**config.mk**
```make
export PLATFORM = sky130hd
export DESIGN_NAME = obstacle_pool
export DESIGN_NICKNAME = d
export VERILOG_FILES = /design/src/rtl/obstacle_pool_pkg.sv /design/src/rtl/obstacle_slot.sv /design/src/rtl/obstacle_pool.sv
export SDC_FILE = /design/constraint.sdc
export NUM_CORES = 1
export LEC_CHECK = 0
export BUFFER_PORTS_ARGS = -buffer_cell sky130_fd_sc_hd__clkbuf_2
export CAP_MARGIN = 30
export CORE_MARGIN = 2
export CORE_UTILIZATION = 60
export CTS_BUF_LIST = sky130_fd_sc_hd__clkbuf_8 sky130_fd_sc_hd__clkbuf_16
export DETAILED_ROUTE_END_ITERATION = 10
export HOLD_SLACK_MARGIN = 0.08
export PLACE_DENSITY_LB_ADDON = 0.08
export SETUP_SLACK_MARGIN = 0.5
export SYNTH_ARGS = -nofsm -noshare
export SYNTH_HDL_FRONTEND = slang
export SYNTH_SLANG_ARGS = --single-unit
export TNS_END_PERCENT = 20
```
**constraint.sdc**
```tcl
create_clock -name clk -period 4.3 [get_ports clk]
set_input_delay 0.215 -clock clk [delete_from_list [all_inputs] [get_ports clk]]
set_output_delay 0.215 -clock clk [all_outputs]
set_load 0.02 [all_outputs]
```
**src/rtl/obstacle_pool_pkg.sv**
```systemverilog
`default_nettype none
// ============================================================================
// Module      : obstacle_pool_pkg
// Description : Obstacle type codes, widths, draw thresholds and pool FSM
//               state encodings shared by the obstacle pool.
// Revision    : 1.0 - initial release
// ============================================================================
package obstacle_pool_pkg;

    typedef logic [2:0] obst_t;

    localparam obst_t c_LOW_BIRD     = 3'd0;
    localparam obst_t c_HIGH_BIRD    = 3'd1;
    localparam obst_t c_SMALL_CACTUS = 3'd2;
    localparam obst_t c_MANY_CACTUS  = 3'd3;
    localparam obst_t c_BIG_CACTUS   = 3'd4;
    localparam obst_t c_NOTHING      = 3'd5;

    localparam logic [6:0] c_BIG_W   = 7'd27;
    localparam logic [6:0] c_SMALL_W = 7'd19;
    localparam logic [6:0] c_MANY_W  = 7'd77;
    localparam logic [6:0] c_BIRD_W  = 7'd44;

    localparam int c_WINDOW_W = 640;

    localparam logic [6:0] c_RND_NOTHING = 7'd50;
    localparam logic [6:0] c_RND_BIG     = 7'd60;
    localparam logic [6:0] c_RND_SMALL   = 7'd70;
    localparam logic [6:0] c_RND_MANY    = 7'd80;
    localparam logic [6:0] c_RND_LOW     = 7'd90;

    localparam logic [1:0] c_ST_IDLE = 2'd0;
    localparam logic [1:0] c_ST_RUN  = 2'd1;
    localparam logic [1:0] c_ST_HOLD = 2'd2;

    function automatic logic [6:0] obst_width(input obst_t t);
        case (t)
            c_BIG_CACTUS:           obst_width = c_BIG_W;
            c_SMALL_CACTUS:         obst_width = c_SMALL_W;
            c_MANY_CACTUS:          obst_width = c_MANY_W;
            c_LOW_BIRD, c_HIGH_BIRD: obst_width = c_BIRD_W;
            default:                obst_width = 7'd0;
        endcase
    endfunction

    function automatic obst_t rnd_to_type(input logic [6:0] r);
        if (r <= c_RND_NOTHING)    rnd_to_type = c_NOTHING;
        else if (r <= c_RND_BIG)   rnd_to_type = c_BIG_CACTUS;
        else if (r <= c_RND_SMALL) rnd_to_type = c_SMALL_CACTUS;
        else if (r <= c_RND_MANY)  rnd_to_type = c_MANY_CACTUS;
        else if (r <= c_RND_LOW)   rnd_to_type = c_LOW_BIRD;
        else                       rnd_to_type = c_HIGH_BIRD;
    endfunction

endpackage
`default_nettype wire

```
**src/rtl/obstacle_slot.sv**
```systemverilog
`default_nettype none
// ============================================================================
// Module      : obstacle_slot
// Description : One obstacle register (position/type/enable) that scrolls
//               left by i_speed and frees itself when it leaves the screen.
// Revision    : 1.0 - initial release
// ============================================================================
module obstacle_slot
    import obstacle_pool_pkg::*;
#(
    parameter int POS_W = 10
) (
    input  logic             clk,
    input  logic             rst,
    input  logic             i_clr,
    input  logic             i_move,
    input  logic             i_load,
    input  logic [POS_W-1:0] i_load_pos,
    input  logic [2:0]       i_load_type,
    input  logic [2:0]       i_speed,
    output logic [POS_W-1:0] o_pos,
    output logic [2:0]       o_type,
    output logic             o_en
);

    logic [POS_W-1:0] r_pos;
    obst_t            r_type;
    logic             r_en;
    logic [POS_W-1:0] w_speed_ext;

    assign w_speed_ext = POS_W'(i_speed);

    // A load takes priority over movement so a fresh obstacle holds still on its spawn tick
    always_ff @(posedge clk) begin
        if (rst || i_clr) begin
            r_pos  <= '0;
            r_type <= c_NOTHING;
            r_en   <= 1'b0;
        end else if (i_load) begin
            r_pos  <= i_load_pos;
            r_type <= i_load_type;
            r_en   <= 1'b1;
        end else if (i_move && r_en) begin
            if (r_pos < w_speed_ext) begin
                r_pos  <= '0;
                r_type <= c_NOTHING;
                r_en   <= 1'b0;
            end else begin
                r_pos <= r_pos - w_speed_ext;
            end
        end
    end

    assign o_pos  = r_pos;
    assign o_type = r_type;
    assign o_en   = r_en;

endmodule
`default_nettype wire

```
**src/rtl/obstacle_pool.sv**
```systemverilog
`default_nettype none
// ============================================================================
// Module      : obstacle_pool
// Description : Pool of NUM_SLOTS scrolling obstacles with gap-timed random
//               spawning. Optional OBSTACLE_POOL_SPEEDUP_EN raises the scroll
//               speed by one every 8 spawns (saturating at 7).
// Revision    : 1.0 - initial release
// ============================================================================
module obstacle_pool
    import obstacle_pool_pkg::*;
#(
    parameter int NUM_SLOTS = 3,
    parameter int POS_W     = 10,
    parameter int SPAWN_X   = c_WINDOW_W,
    parameter int MIN_GAP   = 400,
    parameter int BACKOFF   = 150
) (
    input  logic                       clk,
    input  logic                       rst,
    input  logic                       tick,
    input  logic                       run,
    input  logic                       clear,
    input  logic [2:0]                 speed,
    input  logic [6:0]                 rnd,
    output logic [NUM_SLOTS*POS_W-1:0] slot_pos,
    output logic [NUM_SLOTS*3-1:0]     slot_type,
    output logic [NUM_SLOTS-1:0]       slot_en,
    output logic                       spawn,
    output logic                       full
);

    localparam int CNT_W = $clog2(MIN_GAP + 1);

    logic [1:0]           r_state;
    logic [1:0]           w_state_next;
    logic                 w_active;
    logic                 w_clr;
    logic [CNT_W-1:0]     r_cnt;
    obst_t                r_next_type;
    logic                 r_spawn;
    logic                 w_draw;
    logic                 w_do_spawn;
    logic                 w_found;
    logic [NUM_SLOTS-1:0] w_load;
    logic [POS_W-1:0]     w_spawn_pos;
    logic [2:0]           w_speed_base;
    logic [2:0]           w_speed_eff;

    assign w_clr = tick && clear;
    assign full  = &slot_en;
    assign spawn = r_spawn;

    always_ff @(posedge clk) begin
        if (rst) r_state <= c_ST_IDLE;
        else     r_state <= w_state_next;
    end

    always_comb begin
        w_state_next = r_state;
        if (tick) begin
            if (clear)                  w_state_next = c_ST_IDLE;
            else if (run)               w_state_next = c_ST_RUN;
            else if (r_state == c_ST_RUN) w_state_next = c_ST_HOLD;
        end
    end

    // The pool advances on every tick that lands in (or enters) RUN
    always_comb begin
        w_active = tick && !clear && (w_state_next == c_ST_RUN);
    end

    assign w_draw      = w_active && !full && (r_cnt == CNT_W'(MIN_GAP));
    assign w_do_spawn  = w_draw && (r_next_type != c_NOTHING);
    assign w_spawn_pos = POS_W'(SPAWN_X) + POS_W'(obst_width(r_next_type));

    // Free slots are judged on registered enables, so a slot freed this tick waits a tick
    always_comb begin
        w_load  = '0;
        w_found = 1'b0;
        for (int i = 0; i < NUM_SLOTS; i++) begin
            if (!slot_en[i] && !w_found) begin
                w_load[i] = w_do_spawn;
                w_found   = 1'b1;
            end
        end
    end

    always_ff @(posedge clk) begin
        if (rst || w_clr) begin
            r_cnt       <= '0;
            r_next_type <= c_NOTHING;
            r_spawn     <= 1'b0;
        end else begin
            r_spawn <= w_do_spawn;
            if (w_active) begin
                if (full) begin
                    r_cnt <= '0;
                end else if (r_cnt != CNT_W'(MIN_GAP)) begin
                    r_cnt <= r_cnt + 1'b1;
                end else begin
                    r_next_type <= rnd_to_type(rnd);
                    r_cnt       <= w_do_spawn ? '0 : CNT_W'(MIN_GAP - BACKOFF);
                end
            end
        end
    end

    assign w_speed_base = (speed == 3'd0) ? 3'd1 : speed;

`ifdef OBSTACLE_POOL_SPEEDUP_EN
    logic [2:0] r_spawn_cnt;
    logic [2:0] r_speed_inc;
    logic [3:0] w_speed_sum;

    always_ff @(posedge clk) begin
        if (rst || w_clr) begin
            r_spawn_cnt <= '0;
            r_speed_inc <= '0;
        end else if (w_do_spawn) begin
            r_spawn_cnt <= r_spawn_cnt + 3'd1;
            if (r_spawn_cnt == 3'd7 && r_speed_inc != 3'd7)
                r_speed_inc <= r_speed_inc + 3'd1;
        end
    end

    assign w_speed_sum = {1'b0, w_speed_base} + {1'b0, r_speed_inc};
    assign w_speed_eff = (w_speed_sum > 4'd7) ? 3'd7 : w_speed_sum[2:0];
`else
    assign w_speed_eff = w_speed_base;
`endif

    generate
        for (genvar gi = 0; gi < NUM_SLOTS; gi++) begin : g_slot
            obstacle_slot #(
                .POS_W (POS_W)
            ) u_slot (
                .clk         (clk),
                .rst         (rst),
                .i_clr       (w_clr),
                .i_move      (w_active),
                .i_load      (w_load[gi]),
                .i_load_pos  (w_spawn_pos),
                .i_load_type (r_next_type),
                .i_speed     (w_speed_eff),
                .o_pos       (slot_pos[gi*POS_W +: POS_W]),
                .o_type      (slot_type[gi*3 +: 3]),
                .o_en        (slot_en[gi])
            );
        end
    endgenerate

endmodule
`default_nettype wire

```
; After elaboration in Yosys (flattened, before gate mapping)
; Index checks and enable logic that the tools add are counted.
[classes]
addsub = 5
magnitude_cmp = 8
n_eq_ne = 9
mux = 46
bitwise_logic = 2
n_reduce_logical = 31
[op_table]
columns = cell, count
row1 = 10-bit 2-to-1 mux, 9
row2 = 3-bit 2-to-1 mux, 12
row3 = 10-bit by 3-bit < comparator with 1-bit output, 3
row4 = 10-bit by 3-bit subtractor with 10-bit output, 3
row5 = 7-bit one-hot mux with 4 select lines, 1
row6 = 7-bit <= comparator (second input constant), 3
row7 = 9-bit 2-to-1 mux, 2
row8 = 1-bit 2-to-1 mux, 15
row9 = 7-bit by 6-bit <= comparator with 1-bit output (second input constant), 2
row10 = 2-bit 2-to-1 mux, 6
row11 = 2-bit nonzero test, 6
row12 = 1-bit logical AND, 11
row13 = 10-bit by 7-bit adder with 10-bit output (first input constant), 1
row14 = 9-bit by 1-bit adder with 9-bit output (second input constant), 1
row15 = 9-bit == test (second input constant), 1
row16 = 9-bit != test (second input constant), 1
row17 = 8-bit 2-to-1 mux, 1
row18 = 3-bit by 2-bit == test with 1-bit output (second input constant), 2
row19 = 3-bit logical NOT, 2
row20 = 2-bit AND reduction, 3
row21 = 3-bit AND reduction, 2
row22 = 1-bit logical NOT, 5
row23 = 2-bit by 1-bit == test with 1-bit output (second input constant), 2
row24 = 3-bit by 1-bit == test with 1-bit output (second input constant), 1
row25 = 5 further kinds, 6
[totals]
register_bits = 57
wordCells = 114

; Longest topological paths before layout
[depth]
depth_word = 13
depth_mapped = 9
depth_no_buf = 8

; Hierarchy
; Synthesis repeated with hierarchy kept, for this count alone.
[unflattened]
cells_unflattened = 443
hier_area_um2 = 3349.5
[modules_own_cells]
columns = mod, instances, cells_each, area_per_inst_um2, seq_area_each_um2
row1 = obstacle_slot, 3, 105, 810.8, 280.3
row2 = obstacle_pool, 1, 128, 917.1, 260.2

; Worst setup path after synthesis
; OpenSTA, ideal clock, no wires.
[synth_path]
path_kind = register to register
start = register g_slot[2].u_slot.r_pos[0]
end = register g_slot[2].u_slot.r_pos[1]
t_arrival_ps = 2190
required_time_ps = 4205
path_slack_ps = 2015
path_stages_with_launch = 9
path_buffers = 1
cell_sequence = dfxtp_1 inv_1 ha_1 fa_1 nand2b_1 and4_1 clkbuf_1 or3_1 a221oi_1
[synth_between]
elab_chain_cells = 4
[synth_rtl]
columns = element, line
row1 = start: declaration, obstacle_slot.sv:26  ; logic [POS_W-1:0] r_pos;
row2 = start signal: assignment, obstacle_slot.sv:40  ; r_pos <= i_load_pos;
row3 = start signal: assignment, obstacle_slot.sv:49  ; r_pos <= r_pos - w_speed_ext;
row4 = 10-bit by 3-bit subtractor with 10-bit output or 10-bit by 3-bit < comparator with 1-bit output (tied branches), "obstacle_slot.sv:49, obstacle_slot.sv:44"
row5 = 10-bit 2-to-1 mux *, obstacle_slot.sv:44  ; if (r_pos < w_speed_ext) begin
row6 = 10-bit 2-to-1 mux *, obstacle_slot.sv:43  ; end else if (i_move && r_en) begin
row7 = 10-bit 2-to-1 mux *, obstacle_slot.sv:39  ; end else if (i_load) begin
; Every way passes the cells marked *; elsewhere a longest branch is shown, timed or not. The select of a mux whose other input is x is not followed.
; A chain may end at the register's enable or synchronous reset.

; Worst setup path after layout
[layout_path]
start = register r_cnt[0]
end = register g_slot[1].u_slot.r_pos[4]
[layout_between]
elab_chain_cells = 5
[layout_rtl]
columns = element, line
row1 = start: declaration, obstacle_pool.sv:38  ; logic [CNT_W-1:0] r_cnt;
row2 = start signal: assignment, obstacle_pool.sv:99  ; r_cnt <= r_cnt + 1'b1;
row3 = start signal: assignment, obstacle_pool.sv:102  ; r_cnt <= w_do_spawn ? '0 : CNT_W'(MIN_GAP - BACKOFF);
row4 = 9-bit == test *, obstacle_pool.sv:72  ; assign w_draw = w_active && !full && (r_cnt == CNT_W'(MIN_GAP));
row5 = 1-bit logical AND *, obstacle_pool.sv:72
row6 = 1-bit logical AND *, obstacle_pool.sv:73  ; assign w_do_spawn = w_draw && (r_next_type != c_NOTHING);
row7 = 1-bit 2-to-1 mux *, obstacle_pool.sv:81  ; if (!slot_en[i] && !w_found) begin
row8 = 10-bit 2-to-1 mux or 2-bit nonzero test (tied branches), --
row9 = end signal: assignment, obstacle_slot.sv:40
row10 = end signal: assignment, obstacle_slot.sv:49
row11 = end: declaration, obstacle_slot.sv:26
; Every way passes the cells marked *; elsewhere a longest branch is shown, timed or not.

==> out/results.ini <==
[floorplan]
die-area_um2 = 6270
coreArea_um2 = 5470
die_x_um = 79.2
fp-row-count = 27
start_util_pct = 62.0
ios = 59
die_y_um = 79.2

[sta]
drv_slew = 0
whs_ns = 0.220
setup_viol = 0
max_freq_mhz = 407
skew_ns = 0.00816
final.setup.worst_slack_ns = 1.84
rsz0062_at_grt = no
finalCritPeriodShare_pct = 57.1
hold_viol_final = 0
fin_setup_tns_ns = 0
period_minus_slack_ns = 2.46
tightest_slew_ns = 0.828
relSlewSlack_pct = 44.3

[hold_path]
worstHoldStart = rnd[6]
min_path_type = in -> reg

[placed_design]
dp_cells = 538
port-buffer-count = 58
place_area_um2 = 3670
place_ws_ns = 1.84
gp_congestion = 0.917
dp_hpwl_mm = 6.53

[clocking]
path_clk_slew_ns = 0.10
ctsResizeCount = 0
cts_inserted_buffers = 5
cts-root-buf = clkbuf_8
clock_path_buffers = 2
cts_hold_buf = 0
cts_tree = yes
clkSinkCount = 55
postCtsSetupRepairBufs = 0
clk_latency_ns = 0.31
h-tree-depth = 2

[global_route]
grt_max_degree = 30
gr-total-overflow = 0
antenna_found_initial = 0
grt_pass1_wl_mm = 14.6
grt_pass1_vias = 3022
grt_usage_pct = 29.2

[layout]
final_cell_area_um2 = 3750
area_growth_pct = 10.7
num_antenna_cells = 0
layout-drive-gt1-share_pct = 17.5
stdcell_count = 545
fill_cells = 500
finalNetCount = 502

[power]
p_leak_nw = 1.49
pwr_density_cell_nw_per_um2 = 233
ir_worst_vdd_v = 0.000156

[route]
drc = 0
avgRoutedWirePerCell_um = 16.3
postRouteAntennaNets = 0
vias = 3437
viasPerCell = 6.31
wirelength_mm = 8.88
first_pass_iters = 5
drt_iter0_drc = 319

[yosys]
ys.flop_type = dfxtp_1
synth_enable_flop_cells = 0
synth_cells = 430
synth_nets = 459
synth_seq_cells = 55
async_flop_share_pct = 0
ys_seq_area_share_pct = 32.5
syn-cell-area_um2 = 3390
ys_top_cells_by_area = dfxtp_1 (32%), a21oi_1 (4.7%), o21ai_0 (4.6%), nor2_1 (4.2%), ha_1 (4.1%)
synth_top_area_cell = dfxtp_1
synth_top_area_share_pct = 32.5
ys_warn_count = 0
yosysUniqueCellTypes = 69
avgSynthCellArea_um2 = 7.89

[critical_path]
end_kind = flop
reg2reg_from = r_cnt[0]
r2r_slack_ns = 1.84
path_max_fanout = 13
arrival_ns = 2.67
path_class = reg -> reg
crit_start = r_cnt[0]
worstPathRequired_ns = 4.51
startpoint_type = flop

[flow_run]
cap_violations = 0

[run_status]
outcome = finished clean

-- registers in the layout, indices dropped and copies added, names as in the netlist --
register and count:
g_slot.u_slot.o_type 9, g_slot.u_slot.o_pos 30, r_cnt 9, spawn 1, r_next_type 3, g_slot.u_slot.o_en 3
-- per-stage QoR --
| step | utilization, % | total power, mW |
|---|---|---|
| after floorplan | - | 0.570 |
| after global placement | 67.0 | 0.593 |
| after detailed placement | 67.0 | 0.593 |
| after CTS | 68.6 | 0.883 |
| after global routing | 68.6 | 0.915 |
| final | 68.6 | 0.876 |
-- routing by layer --
metal  GRT usage, %  routed length, um  vias up  share of wire (%)
met3           4.43                620       13                7.0
met2           46.3               4090      152                 46
met5              0                  0        -                  0
met1           40.5               4040     1610                 45
li1               -                  -     1662                  -
met4           10.2                131        0                1.5
-- layout make-up --
type,instances,area (um2),share of cell area (%)
tap,72,90.1,2.40
multi-input combinational,326,2080,55.3
clock inverter,1,5.00,0.133
clock buffer,6,82.6,2.20
sequential,55,1100,29.3
inverter,25,93.8,2.50
timing repair buffer,60,305,8.13
-- logic make-up after synthesis --
group / count (synthesis) / share of synthesized area [%]
multiplexers: 2 / 0.627
flip-flops: 55 / 32.5
AND/OR/NAND/NOR: 172 / 27.4
adder cells (fa/ha/maj): 14 / 5.83
XOR/XNOR: 8 / 2.07
AO/OA/AOI/OAI: 130 / 25.3
buffers and inverters: 49 / 6.31
-- path summary, 6_finish.rpt --
kind / end / cells past startpoint
setup reg to reg: g_slot[1].u_slot.o_pos[4] / 7
hold reg to reg: g_slot[2].u_slot.o_pos[2] / 2
setup / recovery: g_slot[1].u_slot.o_pos[4] / 7
hold / removal: r_next_type[2] / 2
-- power breakdown --
part           leakage (nW)  internal [mW]  switching (mW)
Sequential            0.443          0.509        0.000449
Combinational         0.997         0.0267          0.0465
Clock                0.0470          0.127           0.166
-- synthesized netlist by cell type (3+ instances only) --
library cell,number
clkbuf_1,12
a31oi_1,11
buf_2,6
xnor2_1,5
nand2_1,35
a21o_1,6
o21ai_0,31
fa_1,3
nor3_1,17
a311oi_1,3
inv_1,25
nor2b_1,6
a21oi_1,32
and4_1,3
nand4_1,5
dfxtp_1,55
or3_1,7
nor4_1,5
a22oi_1,6
buf_4,4
xor2_1,3
o22a_1,3
nand3b_1,5
nor2_1,38
nand3_1,17
o221a_2,3
nand2b_1,7
or2_2,4
a211oi_1,5
o31ai_1,4
ha_1,11
-- layout by cell type, fill, tap and decap left out, drive strengths merged, types with 11 or more instances in the layout --
| cell | instances |
|---|---|
| clkbuf | 64 |
| a31oi | 11 |
| nand3 | 17 |
| inv | 25 |
| o21ai | 33 |
| dfxtp | 55 |
| nand2 | 35 |
| ha | 11 |
| a21oi | 32 |
| nor3 | 18 |
| nor2 | 40 |
-- worst max-delay path, cell delays in order (launching register included) --
cell	delay (ns)
dfxtp_1	0.35
inv_1	0.09
ha_1	0.16
nand4bb_1	0.29
nor2_2	0.45
nand3_1	0.51
o2111a_1	0.31
o22a_1	0.20
Note: power is estimated with default switching activity, not from simulation.
